$ cat src/rtl/shot_pool_manager.sv
// Pool of player projectiles: fire control (cooldown, magazine, reload), per-slot motion,
// collision release and a registered draw stage merging all slots into one pixel.
module shot_pool_manager #(
  parameter int unsigned NUM_SHOTS       = 4,
  parameter int unsigned COOLDOWN_FRAMES = 15,
  parameter int unsigned MAG_SIZE        = 8,
  parameter int unsigned RELOAD_FRAMES   = 60,
  parameter int unsigned SHOT_W          = 4,
  parameter int unsigned SHOT_H          = 8,
  parameter int unsigned SHOT_SPEED      = 4,
  parameter int unsigned SPAWN_DX        = 14,
  parameter logic [7:0]  SHOT_COLOR      = 8'h5B
) (
  input  logic                            clk,
  input  logic                            resetN,
  input  logic                            startOfFrame,
  input  logic                            pause,
  input  logic                            trigger,
  input  logic [10:0]                     player_tpX,
  input  logic [10:0]                     player_tpY,
  input  logic [NUM_SHOTS-1:0]            shotHit,
  input  logic [10:0]                     pixelX,
  input  logic [10:0]                     pixelY,
  output logic [NUM_SHOTS-1:0]            slotReq,
  output logic                            drawingRequest,
  output logic [10:0]                     offsetX,
  output logic [10:0]                     offsetY,
  output logic [7:0]                      RGB_OUT,
  output logic [$clog2(MAG_SIZE+1)-1:0]   ammo,
  output logic                            reloading,
  output logic                            fired,
  output logic                            denied
);

  localparam int unsigned AW = $clog2(MAG_SIZE + 1);
  localparam int unsigned CW = $clog2(COOLDOWN_FRAMES + 2);
  localparam int unsigned RW = $clog2(RELOAD_FRAMES + 1);

  logic [NUM_SHOTS-1:0] r_active;
  logic [10:0]          r_x [NUM_SHOTS];
  logic [10:0]          r_y [NUM_SHOTS];
  logic [AW-1:0]        r_ammo;
  logic [CW-1:0]        r_cool;
  logic [RW-1:0]        r_reload_cnt;
  logic                 r_reloading;
  logic                 r_fired;
  logic                 r_denied;

  logic [NUM_SHOTS-1:0] r_slot_req;
  logic                 r_draw;
  logic [10:0]          r_ox;
  logic [10:0]          r_oy;
  logic [7:0]           r_rgb;

  logic [NUM_SHOTS-1:0] w_free_oh;
  logic                 w_free_any;
  logic                 w_step;
  logic                 w_want;
  logic                 w_accept;
  logic [10:0]          w_spawn_x;
  logic [10:0]          w_spawn_y;
  logic [NUM_SHOTS-1:0] w_req;
  logic                 w_sel_hit;
  logic [10:0]          w_sel_ox;
  logic [10:0]          w_sel_oy;

  // Lowest-index free slot, searched on current state only.
  always_comb begin
    w_free_oh  = '0;
    w_free_any = 1'b0;
    for (int i = 0; i < NUM_SHOTS; i++) begin
      if (!r_active[i] && !w_free_any) begin
        w_free_oh[i] = 1'b1;
        w_free_any   = 1'b1;
      end
    end
  end

  assign w_step    = startOfFrame && !pause;
  assign w_want    = trigger && !pause && (r_cool == '0);
  assign w_accept  = w_want && !r_reloading && (r_ammo != '0) && w_free_any &&
                     (player_tpY >= 11'(SHOT_H));
  assign w_spawn_x = player_tpX + 11'(SPAWN_DX);
  assign w_spawn_y = player_tpY - 11'(SHOT_H);

  always_ff @(posedge clk or negedge resetN) begin
    if (!resetN) begin
      r_active <= '0;
      for (int i = 0; i < NUM_SHOTS; i++) begin
        r_x[i] <= '0;
        r_y[i] <= '0;
      end
    end else begin
      for (int i = 0; i < NUM_SHOTS; i++) begin
        if (shotHit[i] && r_active[i]) begin
          r_active[i] <= 1'b0;
        end else if (w_accept && w_free_oh[i]) begin
          r_active[i] <= 1'b1;
          r_x[i]      <= w_spawn_x;
          r_y[i]      <= w_spawn_y;
        end else if (w_step && r_active[i]) begin
          // A shot that cannot take a full step has left the top of the screen.
          if (r_y[i] >= 11'(SHOT_SPEED)) begin
            r_y[i] <= r_y[i] - 11'(SHOT_SPEED);
          end else begin
            r_active[i] <= 1'b0;
          end
        end
      end
    end
  end

  always_ff @(posedge clk or negedge resetN) begin
    if (!resetN) begin
      r_ammo       <= AW'(MAG_SIZE);
      r_cool       <= '0;
      r_reload_cnt <= '0;
      r_reloading  <= 1'b0;
      r_fired      <= 1'b0;
      r_denied     <= 1'b0;
    end else begin
      r_fired  <= w_accept;
      r_denied <= w_want && !w_accept;
      if (w_accept) begin
        r_cool <= CW'(COOLDOWN_FRAMES);
      end else if (w_step && (r_cool != '0)) begin
        r_cool <= r_cool - 1'b1;
      end
      if (w_accept) begin
        r_ammo <= r_ammo - 1'b1;
        if (r_ammo == AW'(1)) begin
          r_reloading  <= 1'b1;
          r_reload_cnt <= RW'(RELOAD_FRAMES);
        end
      end else if (r_reloading && w_step) begin
        if (r_reload_cnt == RW'(1)) begin
          r_ammo       <= AW'(MAG_SIZE);
          r_reloading  <= 1'b0;
          r_reload_cnt <= '0;
        end else begin
          r_reload_cnt <= r_reload_cnt - 1'b1;
        end
      end
    end
  end

  // 12-bit compares so a shot near X=2047 does not wrap onto the left edge.
  always_comb begin
    w_req = '0;
    for (int i = 0; i < NUM_SHOTS; i++) begin
      w_req[i] = r_active[i] &&
                 ({1'b0, pixelX} >= {1'b0, r_x[i]}) &&
                 ({1'b0, pixelX} < ({1'b0, r_x[i]} + 12'(SHOT_W))) &&
                 ({1'b0, pixelY} >= {1'b0, r_y[i]}) &&
                 ({1'b0, pixelY} < ({1'b0, r_y[i]} + 12'(SHOT_H)));
    end
  end

  always_comb begin
    w_sel_hit = 1'b0;
    w_sel_ox  = '0;
    w_sel_oy  = '0;
    for (int i = 0; i < NUM_SHOTS; i++) begin
      if (w_req[i] && !w_sel_hit) begin
        w_sel_hit = 1'b1;
        w_sel_ox  = pixelX - r_x[i];
        w_sel_oy  = pixelY - r_y[i];
      end
    end
  end

  always_ff @(posedge clk or negedge resetN) begin
    if (!resetN) begin
      r_slot_req <= '0;
      r_draw     <= 1'b0;
      r_ox       <= '0;
      r_oy       <= '0;
      r_rgb      <= 8'hFF;
    end else begin
      r_slot_req <= w_req;
      r_draw     <= w_sel_hit;
      r_ox       <= w_sel_ox;
      r_oy       <= w_sel_oy;
      r_rgb      <= w_sel_hit ? SHOT_COLOR : 8'hFF;
    end
  end

  assign slotReq        = r_slot_req;
  assign drawingRequest = r_draw;
  assign offsetX        = r_ox;
  assign offsetY        = r_oy;
  assign RGB_OUT        = r_rgb;
  assign ammo           = r_ammo;
  assign reloading      = r_reloading;
  assign fired          = r_fired;
  assign denied         = r_denied;

endmodule

$ cat config.mk
export PLATFORM = sky130hd
export DESIGN_NAME = shot_pool_manager
export DESIGN_NICKNAME = d
export VERILOG_FILES = /design/src/rtl/shot_pool_manager.sv
export SDC_FILE = /design/constraint.sdc
export NUM_CORES = 1
export LEC_CHECK = 0
export BUFFER_PORTS_ARGS = -buffer_cell sky130_fd_sc_hd__buf_2
export CORE_MARGIN = 5
export CORE_UTILIZATION = 50
export CTS_BUF_LIST = sky130_fd_sc_hd__clkbuf_8
export CTS_CLUSTER_SIZE = 14
export DETAILED_ROUTE_END_ITERATION = 10
export PLACE_DENSITY = 0.68
export SKIP_CTS_REPAIR_TIMING = 1
export SYNTH_ARGS = -nofsm -noshare
export SYNTH_HDL_FRONTEND = slang
export SYNTH_SLANG_ARGS = --single-unit
export TNS_END_PERCENT = 100
$ cat constraint.sdc
create_clock -name clk -period 6.51 [get_ports clk]
set_input_delay 1.302 -clock clk [delete_from_list [all_inputs] [get_ports clk]]
set_output_delay 1.302 -clock clk [all_outputs]
set_load 0.02 [all_outputs]
---- Yosys cells after proc, flatten, opt, wreduce, memory -nomap -nowiden ----
Index checks and enable logic that the tools add are counted.
word-level totals
  output and inout port bits .............. 42
  input bits .............................. 53
  flip-flop bits (word level) ............. 145
  word-level logic and storage cells ...... 229
cells by class
  reduce and logical (&&, ||, !) cells .... 88
  multiplexer cells ....................... 61
  order comparisons ....................... 21
  bitwise operators ....................... 4
  add/sub/neg operators ................... 25
  eq/ne operators ......................... 7
operators with widths
  kind                   number
  $mux 11                20
  $lt 11x12->1           8
  $ge 11x11->1           8
  $sub 11x11->11         8
  $add 11x3->12 const B  4
  $add 11x4->12 const B  4
  $ge 11x3->1 const B    4
  $logic_and 1x1->1      44
  $sub 11x3->11 const B  4
  $mux 1                 31
  $mux 6                 4
  $reduce_bool 2->1      11
  $reduce_and 2->1       10
  $reduce_and 3->1       5
  $mux 4                 3
  $ne 3x3->1 const B     4
  $reduce_bool 3->1      4
  $add 11x4->11 const B  1
  $ge 11x4->1 const B    1
  $logic_not 1->1        11
  $sub 11x4->11 const B  1
  $mux 5                 2
  $mux 8                 1
  $eq 6x1->1 const B     1
  other kinds (9)        12

---- Logic depth before layout (Yosys ltp) ----
  depth after elaboration ................. 16
  gate-level depth with buffers ........... 16
  depth with buffers taken out ............ 15

---- Worst setup path before layout ----
OpenSTA, ideal clock, no wires.
  path kind ............................... in2reg
  from .................................... input port pixelX[0]
  to ...................................... register r_oy[2] (netlist: offsetY[2])
  stages on the path ...................... 12
  required time ........................... 6.376 ns
  library setup time ...................... 0.134 ns
  path buffers ............................ 2
  arrival time ............................ 3.769 ns
  slack ................................... 2.607 ns
  path through ............................ inv_1 ha_1 fa_1 or3b_2 a21o_1 a211o_1 nand4_1 nor2_1 buf_2 buf_2 a311oi_1 o22ai_1
on the way
  elaborated cells between the ends (all ways) .. 37
  those cells by class .................... order compare: 8; mux: 7; reduce/logical: 22
RTL lines
  what                   RTL line  source
  start, declared        22        input logic [10:0] pixelX,
  $ge 11x11->1           152       ({1'b0, pixelX} >= {1'b0, r_x[i]}) &&
  $logic_and 1x1->1      151       w_req[i] = r_active[i] &&
  $logic_and 1x1->1 *    152
  $logic_and 1x1->1 *    153       ({1'b0, pixelX} < ({1'b0, r_x[i]} + 12'(SHOT_W))) &&
  $logic_and 1x1->1 *    154       ({1'b0, pixelY} >= {1'b0, r_y[i]}) &&
  named net w_req[2]     62        logic [NUM_SHOTS-1:0] w_req;
  $logic_and 1x1->1 *    164       if (w_req[i] && !w_sel_hit) begin
  $mux 1                 164
  $logic_not 1->1        164
  $logic_and 1x1->1      164
  $mux 11 *              164
  named net w_sel_oy[2]  65        logic [10:0] w_sel_oy;
  end signal, assigned   183       r_oy <= w_sel_oy;
  end, declared          52        logic [10:0] r_oy;
The timed path passes the listed nets; every way through them passes the cells marked *.
A chain may end at the register's enable or synchronous reset.

---- Worst setup path after layout ----
  from .................................... input port pixelY[0]
  to ...................................... register r_ox[7] (netlist: offsetX[7])
on the way
  longest elaborated chain between the ends .. 13
  elaborated cells between the ends (all ways) .. 29
  those cells by class .................... order compare: 8; mux: 7; reduce/logical: 14
RTL lines
  what                   RTL line  source
  start, declared        23        input logic [10:0] pixelY,
  $ge 11x11->1           154
  $logic_and 1x1->1      153
  $logic_and 1x1->1      154
  $mux 1                 164
  $logic_not 1->1        164
  $logic_and 1x1->1      164
  $mux 1                 164
  $logic_not 1->1        164
  $logic_and 1x1->1      164
  $mux 1                 164
  $logic_not 1->1        164
  $logic_and 1x1->1      164
  $mux 11 *              164
  named net w_sel_ox[7]  64        logic [10:0] w_sel_ox;
  end signal, assigned   182       r_ox <= w_sel_ox;
  end, declared          51        logic [10:0] r_ox;
Marks and branches as above.

==> flow_summary.yaml <==
logic_synthesis:
  synth_ff_type: "dfrtp_1"
  yosysTopAreaCell: "dfrtp_1"
  syn-cell-area_sq_um: 13600
  ys_types: 86
  syn-instance-count: 1638
  synthArstFlopShare_pct: 100
  ys_top_cells_by_area: "dfrtp_1 25%, ha_1 17%, xnor2_1 7.6%, a21oi_1 4.2%, inv_1 3.7%"
  yosys_register_bits: 138
  synth_edf_count: 0
  yosysTopAreaCellShare_pct: 25.1
  seq_area_frac_synth_pct: 25.5
  postSynthAreaPerCell_sq_um: 8.28
  ys_warn_count: 0
timing:
  finalCritPeriodShare_pct: 67.8
  hold_viol_final: 0
  slew_headroom_pct: 29.9
  layout_min_cycle_time_ps: 4420
  finalMaxSlewViolations: 0
  setup_viol: 0
  tightest_slew_ps: 1050
  rsz0062_at_grt: "false"
  finalSetupTns_ps: 0
  fin_skew_ps: 18.4
  timing.fmax_mhz: 226
place:
  dp_cells: 2027
  place_hpwl_microns: 33600
  portBuffers: 89
  gp_congestion: 0.977
run:
  max_cap_viol_count: 0
worst_setup_path:
  crit_type: "in -> reg"
  worstSetupStartpointType: "primary input"
  arrival_ps: 4760
  rrSetupSlack_ps: 2410
  endpoint: "offsetX[7]"
  end_kind: "flop"
  reg2reg_from: "r_y[3]"
  critPathMaxFanout: 39
  reg2reg_to: "offsetX[10]"
  required_ps: 6860
  rr_worst_depth: 13
  startpoint: "pixelY[0]"
clock_network:
  root_buffer: "clkbuf_8"
  cts_tree: "built"
  cts_max_path_buffers: 2
  clk_pin_slew_ps: 90
  cts_sinks: 138
  clk_latency_ps: 470
  cts-buffers-inserted: 17
  cts_max_level: 4
worst_hold_path:
  hold-path-cell-count: 2
  hold_class: "reg -> reg"
cells_and_area:
  antenna_cells: 0
  fin_util_pct: 54.5
  areaGrowthSynthToFinish_pct: 8.01
  drive_above_1_share_pct: 9.60
  instances_no_fill: 2059
  nNetsFinal: 1954
drt:
  vias: 12400
  route.antenna.remaining_nets: 0
  remaining_drc_errors: 0
  wire_per_inst_microns: 20.5
  firstDrtPassIters: 5
  drt_iter0_markers: 1183
  routed_wirelength_microns: 42200
  vias_per_cell: 6.04
global_routing:
  first_global_vias: 11800
  grt_max_degree: 98
  grt_first_pass_wirelength_microns: 66400
  antenna_found_initial: 1
  grtUsageTotal_pct: 27.4
  grt-ovfl-total: 0
die:
  rows: 60
  die-area_sq_um: 30500
  start_util_pct: 50.5
  fp.dieH_microns: 175
  ioPinCount: 95
  die-width_microns: 175
  design.core.area_sq_um: 26900
power:
  peakVddDrop_uv: 162
  p_leak_nw: 6.50
  power_density_nw_per_um2: 140
status:
  status: "complete, no violations"
[Yosys cell counts (15+ instances only)]
master    instances
o21a_1           22
a21o_1           22
nor2_1          129
nand2_1         129
clkbuf_1         20
a21oi_1         114
buf_2            18
and3_1           21
xor2_1           28
inv_1           135
nor2b_1          26
dfrtp_1         136
xnor2_1         118
nand4_1          36
o21ai_0          98
or3_1            15
nand3_1          73
ha_1            188
nor3_1           55
[critical path, stage by stage]
cell	delay [ps]
buf_2	120
inv_1	140
ha_1	190
inv_1	60
fa_1	400
a21o_1	190
a21o_1	180
a221o_1	300
a21oi_1	190
o2111a_1	210
nand2b_1	70
buf_4	250
inv_1	630
mux2i_1	170
a311o_1	340
[layout make-up]
cell class                 count  area, sq um
fill                        2548        12200
clock buffer                  18          248
sequential                   138         3460
clock inverter                14          150
tap                          341          427
multi-input combinational   1315         9360
timing repair buffer          96          504
inverter                     137          514
[report_power, final]
group | internal (W) | switching, W
clock network | 0.000329 | 0.000415
logic | 0.000161 | 0.000266
registers | 0.000870 | 0.0000133
total | 0.00136 | 0.000694
[routing by layer]
layer	track usage [%]	up-vias	routed length [microns]
met5	0	-	13
met4	7.66	2	942
met3	5.19	62	3520
met2	40.1	485	17600
li1	-	6005	-
met1	41.1	5888	20200
[cells in the final DEF, fill, tap and decap left out, types with 7 or more instances in the layout]
cell type	n
buf_2	88
nor3_1	55
mux2_2	9
a21boi_0	8
o22ai_1	9
a21o_1	22
xnor2_1	118
a21oi_1	114
o31ai_1	7
o21ai_0	98
dfrtp_1	136
o21a_1	22
ha_1	188
nand2_1	129
inv_1	135
a211oi_1	8
buf_4	7
o211ai_1	12
a31oi_1	8
nand4_1	36
mux2i_1	13
nor2_1	128
nor4_1	12
clkbuf_8	18
nand3b_1	8
and3_1	21
nand3_1	73
or3_1	15
fa_1	8
or4_1	7
nand2b_1	14
xor2_1	28
nor2b_1	26
[worst min-delay path by stage]
stage / from / to / slack, ps
2_1_floorplan: r_x[0] / r_x[0] / 450
3_5_place_dp: r_x[34] / r_x[34] / 480
3_3_place_gp: r_x[34] / r_x[34] / 470
6_report: r_x[34] / r_x[34] / 500
4_1_cts: r_x[34] / r_x[34] / 500
5_1_grt: r_x[34] / r_x[34] / 570
[cells by family (layout without fill, tap and decap cells)]
logic type | count (synthesis) | count (layout) | synth area share, %
fa+ha+maj | 196 | 196 | 18.5
simple gates | 556 | 556 | 20.5
buf+inv | 189 | 265 | 5.76
mux | 23 | 23 | 1.82
other cells | 1 | 5 | 0.0276
compound gates | 389 | 389 | 18.5
xor+xnor | 146 | 146 | 9.42
flops | 138 | 138 | 25.5
[flip-flops by register name, summed over array words and instances (netlist names), 4 cells and up]
signal,cells
slotReq,4
offsetX,11
r_active,4
r_reload_cnt,6
r_x,44
ammo,4
r_cool,5
offsetY,11
r_y,44
[metrics by stage]
step / hold slack (ps) / power [W] / area (sq um) / setup WS, ps
global placement: 466 / 0.00132 / 14300 / 1800
floorplan: 450 / 0.00117 / 13600 / 2610
CTS: 499 / 0.00206 / 14700 / 2160
detailed placement: 477 / 0.00132 / 14300 / 1680
global route: 567 / 0.00214 / 14700 / 1910
finish: 498 / 0.00205 / 14700 / 2090
No activity file was read; power rests on OpenSTA's default activity.
